[src/rtl/axi_extend_and_scale.sv]
// axi_extend_and_scale: sign-extends signed AXI-stream samples, left-shifts them by a
// per-packet gain and saturates the result to the output width.
//
// Ports:
//   clk, reset_n                        clock, asynchronous active-low reset
//   i_tdata/i_tlast/i_tvalid/i_tready   input stream (WIDTH_IN signed samples)
//   o_tdata/o_tlast/o_tvalid/o_tready   output stream (WIDTH_OUT signed samples)
//   shift                               requested left shift, sampled on each packet's first beat
//   clear_stats                         one-cycle pulse clearing sat_flag / sat_count
//   sat_flag, sat_count                 sticky saturation flag and saturating event counter
module axi_extend_and_scale #(
    parameter int unsigned WIDTH_IN  = 16,
    parameter int unsigned WIDTH_OUT = 24,
    parameter int unsigned SHIFT_W   = 5
) (
    input  logic                 clk,
    input  logic                 reset_n,
    input  logic [WIDTH_IN-1:0]  i_tdata,
    input  logic                 i_tlast,
    input  logic                 i_tvalid,
    output logic                 i_tready,
    output logic [WIDTH_OUT-1:0] o_tdata,
    output logic                 o_tlast,
    output logic                 o_tvalid,
    input  logic                 o_tready,
    input  logic [SHIFT_W-1:0]   shift,
    input  logic                 clear_stats,
    output logic                 sat_flag,
    output logic [15:0]          sat_count
);
    // Wide enough to hold any input shifted by up to WIDTH_OUT-1 without overflow.
    localparam int unsigned WideW  = WIDTH_IN + WIDTH_OUT;
    localparam int unsigned AmtW   = $clog2(WIDTH_OUT);
    localparam int unsigned MaxAmt = WIDTH_OUT - 1;

    typedef enum logic {StSop, StMid} state_e;

    state_e                  state_q;
    logic [AmtW-1:0]         shift_lat_q;
    logic                    ready_en_q;

    logic                    s1_valid_q;
    logic                    s1_last_q;
    logic signed [WideW-1:0] s1_data_q;

    logic                    o_tvalid_q;
    logic                    o_tlast_q;
    logic [WIDTH_OUT-1:0]    o_tdata_q;
    logic                    s2_sat_q;

    logic                    sat_flag_q, sat_flag_d;
    logic [15:0]             sat_count_q, sat_count_d;

    logic                    s2_adv, s1_adv, in_fire, out_fire;
    logic [AmtW-1:0]         shift_clamped, amt;
    logic signed [WideW-1:0] in_ext, in_shifted;
    logic                    fits;
    logic [WIDTH_OUT-1:0]    sat_value;

    // Ready chain: a stage advances when empty or when the stage after it advances.
    assign s2_adv   = !o_tvalid_q || o_tready;
    assign s1_adv   = !s1_valid_q || s2_adv;
    // ready_en_q keeps i_tready low during reset and until the first edge after release.
    assign i_tready = ready_en_q && s1_adv;
    assign in_fire  = i_tvalid && i_tready;
    assign out_fire = o_tvalid_q && o_tready;

    always_comb begin
        if (32'(shift) > MaxAmt) begin
            shift_clamped = AmtW'(MaxAmt);
        end else begin
            shift_clamped = AmtW'(shift);
        end
    end

    // The first beat of a packet uses the live shift; later beats use the latched one.
    assign amt        = (state_q == StSop) ? shift_clamped : shift_lat_q;
    assign in_ext     = WideW'($signed(i_tdata));
    assign in_shifted = in_ext <<< amt;

    // Value fits when all bits above the output sign bit replicate it.
    assign fits      = (&s1_data_q[WideW-1:WIDTH_OUT-1]) || !(|s1_data_q[WideW-1:WIDTH_OUT-1]);
    assign sat_value = s1_data_q[WideW-1] ? {1'b1, {(WIDTH_OUT-1){1'b0}}}
                                          : {1'b0, {(WIDTH_OUT-1){1'b1}}};

    // Packet-position FSM and per-packet shift latch.
    always_ff @(posedge clk or negedge reset_n) begin
        if (!reset_n) begin
            state_q     <= StSop;
            shift_lat_q <= '0;
            ready_en_q  <= 1'b0;
        end else begin
            ready_en_q <= 1'b1;
            if (in_fire) begin
                if (state_q == StSop) begin
                    shift_lat_q <= shift_clamped;
                end
                state_q <= i_tlast ? StSop : StMid;
            end
        end
    end

    // Stage 1 shifts, stage 2 saturates and drives the output registers.
    always_ff @(posedge clk or negedge reset_n) begin
        if (!reset_n) begin
            s1_valid_q <= 1'b0;
            s1_last_q  <= 1'b0;
            s1_data_q  <= '0;
            o_tvalid_q <= 1'b0;
            o_tlast_q  <= 1'b0;
            o_tdata_q  <= '0;
            s2_sat_q   <= 1'b0;
        end else begin
            if (s1_adv) begin
                s1_valid_q <= in_fire;
                if (in_fire) begin
                    s1_data_q <= in_shifted;
                    s1_last_q <= i_tlast;
                end
            end
            if (s2_adv) begin
                o_tvalid_q <= s1_valid_q;
                if (s1_valid_q) begin
                    o_tdata_q <= fits ? s1_data_q[WIDTH_OUT-1:0] : sat_value;
                    o_tlast_q <= s1_last_q;
                    s2_sat_q  <= !fits;
                end
            end
        end
    end

    // Saturation statistics; a clear wins over a coincident event.
    always_comb begin
        sat_flag_d  = sat_flag_q;
        sat_count_d = sat_count_q;
        if (clear_stats) begin
            sat_flag_d  = 1'b0;
            sat_count_d = '0;
        end else if (out_fire && s2_sat_q) begin
            sat_flag_d = 1'b1;
            if (sat_count_q != 16'hFFFF) begin
                sat_count_d = sat_count_q + 16'd1;
            end
        end
    end

    always_ff @(posedge clk or negedge reset_n) begin
        if (!reset_n) begin
            sat_flag_q  <= 1'b0;
            sat_count_q <= '0;
        end else begin
            sat_flag_q  <= sat_flag_d;
            sat_count_q <= sat_count_d;
        end
    end

    assign o_tvalid  = o_tvalid_q;
    assign o_tlast   = o_tlast_q;
    assign o_tdata   = o_tdata_q;
    assign sat_flag  = sat_flag_q;
    assign sat_count = sat_count_q;

endmodule

[config.mk]
export PLATFORM = sky130hd
export DESIGN_NAME = axi_extend_and_scale
export DESIGN_NICKNAME = d
export VERILOG_FILES = /design/src/rtl/axi_extend_and_scale.sv
export SDC_FILE = /design/constraint.sdc
export NUM_CORES = 1
export LEC_CHECK = 0
export CAP_MARGIN = 10
export CELL_PAD_IN_SITES_DETAIL_PLACEMENT = 0
export CELL_PAD_IN_SITES_GLOBAL_PLACEMENT = 2
export CORE_MARGIN = 10
export CORE_UTILIZATION = 34
export DETAILED_ROUTE_END_ITERATION = 6
export PLACE_DENSITY_LB_ADDON = 0.1
export REMOVE_ABC_BUFFERS = 1
export SETUP_SLACK_MARGIN = 0.3
export SKIP_CTS_REPAIR_TIMING = 1
export SLEW_MARGIN = 30
export SYNTH_ARGS = -nofsm -noshare
export SYNTH_HDL_FRONTEND = slang
export SYNTH_SLANG_ARGS = --single-unit
[constraint.sdc]
create_clock -name clk -period 2.8 [get_ports clk]
set_input_delay 0.7 -clock clk [delete_from_list [all_inputs] [get_ports clk]]
set_output_delay 0.7 -clock clk [all_outputs]
set_load 0.05 [all_outputs]
==> flow_metrics.py <==
metrics = {
    "die": {
        "core-area_mm2": 0.0147,
        "die-area_mm2": 0.0205,
        "die_h_um": 143,
        "start_util": 0.351,
        "rows": 44,
        "pin_count": 71,
        "die_w_um": 143,
    },
    "worst_setup_path": {
        "cp_max_fo": 10,
        "endpoint_kind": "flop",
        "timing.rr.start": "state_q$_DFFE_PN0P_",
        "reg2reg_slack_ns": 0.48,
        "crit_path_frequent_cell": "buf_4",
        "crit_slowest_cell": "clkdlybuf4s50_1",
        "reg2reg_to": "s1_data_q[22]$_DFFE_PN0P_",
        "path_cells": "clkdlybuf4s50_1 > a211o_4 > buf_4 > a32oi_1 > a32oi_2 > buf_4 > o22ai_1 > a211oi_2 > a221o_1",
        "startpoint_type": "input pin",
        "worst-endpoint-arrival_ns": 2.67,
        "crit_buf_inv": 3,
        "reg2regPathDepth": 9,
        "path_delay_family": "compound AO/OA/AOI/OAI gates",
        "critPathMaxStageDelay_ns": 0.42,
        "worstSetupPathType": "input pin to flop",
        "startpoint": "shift[1]",
        "cp.required_ns": 3.04,
    },
    "cts": {
        "h-tree-depth": 3,
        "clkLatencyLatePin_ns": 0.35,
        "cts_buffers": 9,
        "cts_num_sinks": 93,
        "clockBufferDepth": 2,
        "root_buffer": "clkbuf_16",
        "cts_tree": "done",
        "clk_pin_slew_ns": 0.07,
    },
    "finish": {
        "syn2layout_area_growth_pct": 35.4,
        "nNetsFinal": 709,
        "fill_cells": 1422,
        "drive_above_1_share": 0.216,
        "layout.cells.non_filler": 870,
        "diodes": 0,
    },
    "sta": {
        "max_freq_mhz": 411,
        "setup_ws_ns": 0.368,
        "setup_viol": 0,
        "finClkSkew_ns": 0.00777,
        "rsz0062_at_grt": "true",
        "period_needed_ns": 2.43,
        "post-route-period-util": 0.869,
        "slew_headroom": 0.554,
        "finalHoldViolations": 0,
        "drv_slew": 0,
        "tightest_slew_ns": 0.667,
    },
    "worst_hold_path": {
        "min_path_type": "input pin to asynchronous set/reset pin",
    },
    "synth": {
        "synth_cell_types": 66,
        "synth_top_area_frac": 0.452,
        "ys.flop_type": "dfrtp_1",
        "yosysMostFrequentCell": "dfrtp_1",
        "synth_area_mm2": 0.00515,
        "synthTopCellsByArea": "dfrtp_1 45%, nand2_1 5.8%, a21oi_1 3.9%",
        "synthArstFlopShare": 1.00,
        "synth_area_leader_cell": "dfrtp_1",
        "synth.top_cells.by_count": "93 x dfrtp_1, 79 x nand2_1, 40 x a21oi_1",
        "synth-seq-area-share": 0.452,
        "synth_warnings": 0,
        "synthCells": 550,
        "avgSynthCellArea_um2": 9.37,
        "synth_edf_count": 0,
        "ys_ff_latch": 93,
    },
    "detailed_routing": {
        "first_pass_iters": 5,
        "viasPerCell": 5.51,
        "vias": 4797,
        "drt-initial-drc-count": 287,
        "drt_wl_total_um": 17000,
        "wl_per_cell_um": 19.5,
        "ant_nets": 0,
        "drc": 0,
    },
    "pwr": {
        "p_leak_nw": 2.91,
        "ir_drop_mv": 0.273,
        "p_per_area_mw_per_mm2": 809,
    },
    "placement": {
        "pre_cts_ws_ns": -0.328,
        "hpwl_um": 13100,
        "place_congestion": 0.954,
        "dpl.cell_count": 850,
        "port_buffers": 70,
    },
    "grt": {
        "grt_max_degree": 51,
        "grt_pass1_vias": 4702,
        "grt_overflow": 0,
        "gr-usage-all-layers": 0.168,
        "grt_pass1_wl_um": 26900,
        "antenna_found_initial": 0,
    },
    "status": {
        "outcome": "finished clean",
    },
    "flow_run": {
        "max_cap_viol_count": 0,
    },
}
## through the flow
step | utilization | setup TNS [ns] | instance area (um2) | hold slack [ns] | total power [mW]
final | 0.475 | 0 | 6980 | 0.346 | 5.65
after global placement | 0.446 | -5.22 | 6550 | 0.456 | 4.47
after global routing | 0.475 | 0 | 6980 | 0.384 | 5.98
after floorplan | - | -0.936 | 4940 | 0.404 | 3.36
after detailed placement | 0.446 | -5.81 | 6550 | 0.465 | 4.49
after CTS | 0.464 | 0 | 6820 | 0.367 | 5.62
## worst register-to-register path: stages (launching register included)
cell and delay, ns:
dfrtp_1 0.46, buf_4 0.21, and2b_4 0.23, o21ai_0 0.23
a32oi_1 0.15, buf_4 0.17, mux2i_2 0.28, buf_4 0.17
a21oi_1 0.06, a221o_1 0.25
## cell usage in the layout, fill, tap and decap left out, types with 5 or more instances in the layout
cell              n
nand4_1           8
a32oi_1          12
o21ai_1          31
buf_4            87
a22o_1            6
clkbuf_16        10
a32oi_2           9
nand3_1          26
or3_1             5
nand2_1          78
nor2_1           36
a21oi_1          40
nor4_1            7
o221a_1           5
xor2_1            8
o21ai_0          29
and3_1            5
nor3_1            5
a221o_1          10
nand2b_1          5
mux2i_1          10
dfrtp_1          93
clkdlybuf4s50_1  65
o22ai_1           7
## layer usage
layer  GRT usage  routed length (um)
met3      0.0295                 691
met1       0.235                8250
met5           0                   0
met2       0.256                7750
met4      0.0505                 271
## cell type report
class	count	area, um2	area share
well taps	184	230	0.0330
flip-flops and latches	93	2330	0.333
clock inverters	3	22.5	0.00323
multi-input cells	413	2690	0.386
repair buffers	161	1460	0.209
inverters	3	11.3	0.00161
clock buffers	13	240	0.0344
## power breakdown
part	switching, mW	total [mW]	internal [mW]
Sequential	0.239	1.92	1.68
Clock	0.514	1.12	0.603
Combinational	1.53	2.61	1.08
## flip-flops by register name, indices dropped and copies added, names as in the netlist
register / flops
o_tdata: 24
o_tlast: 1
o_tvalid: 1
ready_en_q: 1
s1_data_q: 40
s1_last_q: 1
s1_valid_q: 1
s2_sat_q: 1
sat_count: 16
sat_flag: 1
shift_lat_q: 5
state_q: 1
## cells by family (layout without fill, tap and decap cells)
logic type               after synthesis  count (layout)  synth area share
AO/OA/AOI/OAI                        194             194             0.277
XOR/XNOR                              12              12            0.0204
adder cells (fa/ha/maj)                1               1           0.00243
buffers and inverters                 44             180            0.0442
flip-flops                            93              93             0.452
multiplexers                          16              16            0.0350
other                                  1               1          0.000728
AND/OR/NAND/NOR                      189             189             0.168
## how the worst max path moves through the flow
stage | slack (ns) | depth (start not counted) | endpoint
after floorplan | -0.29 | 6 | s1_data_q[24]$_DFFE_PN0P_
after global placement | -0.30 | 10 | s1_data_q[21]$_DFFE_PN0P_
after detailed placement | -0.33 | 10 | s1_data_q[21]$_DFFE_PN0P_
after CTS | 0.05 | 10 | s1_data_q[21]$_DFFE_PN0P_
after global routing | 0.29 | 8 | s1_data_q[25]$_DFFE_PN0P_
final | 0.37 | 9 | s1_data_q[29]$_DFFE_PN0P_
No activity file was read; power rests on OpenSTA's default activity.
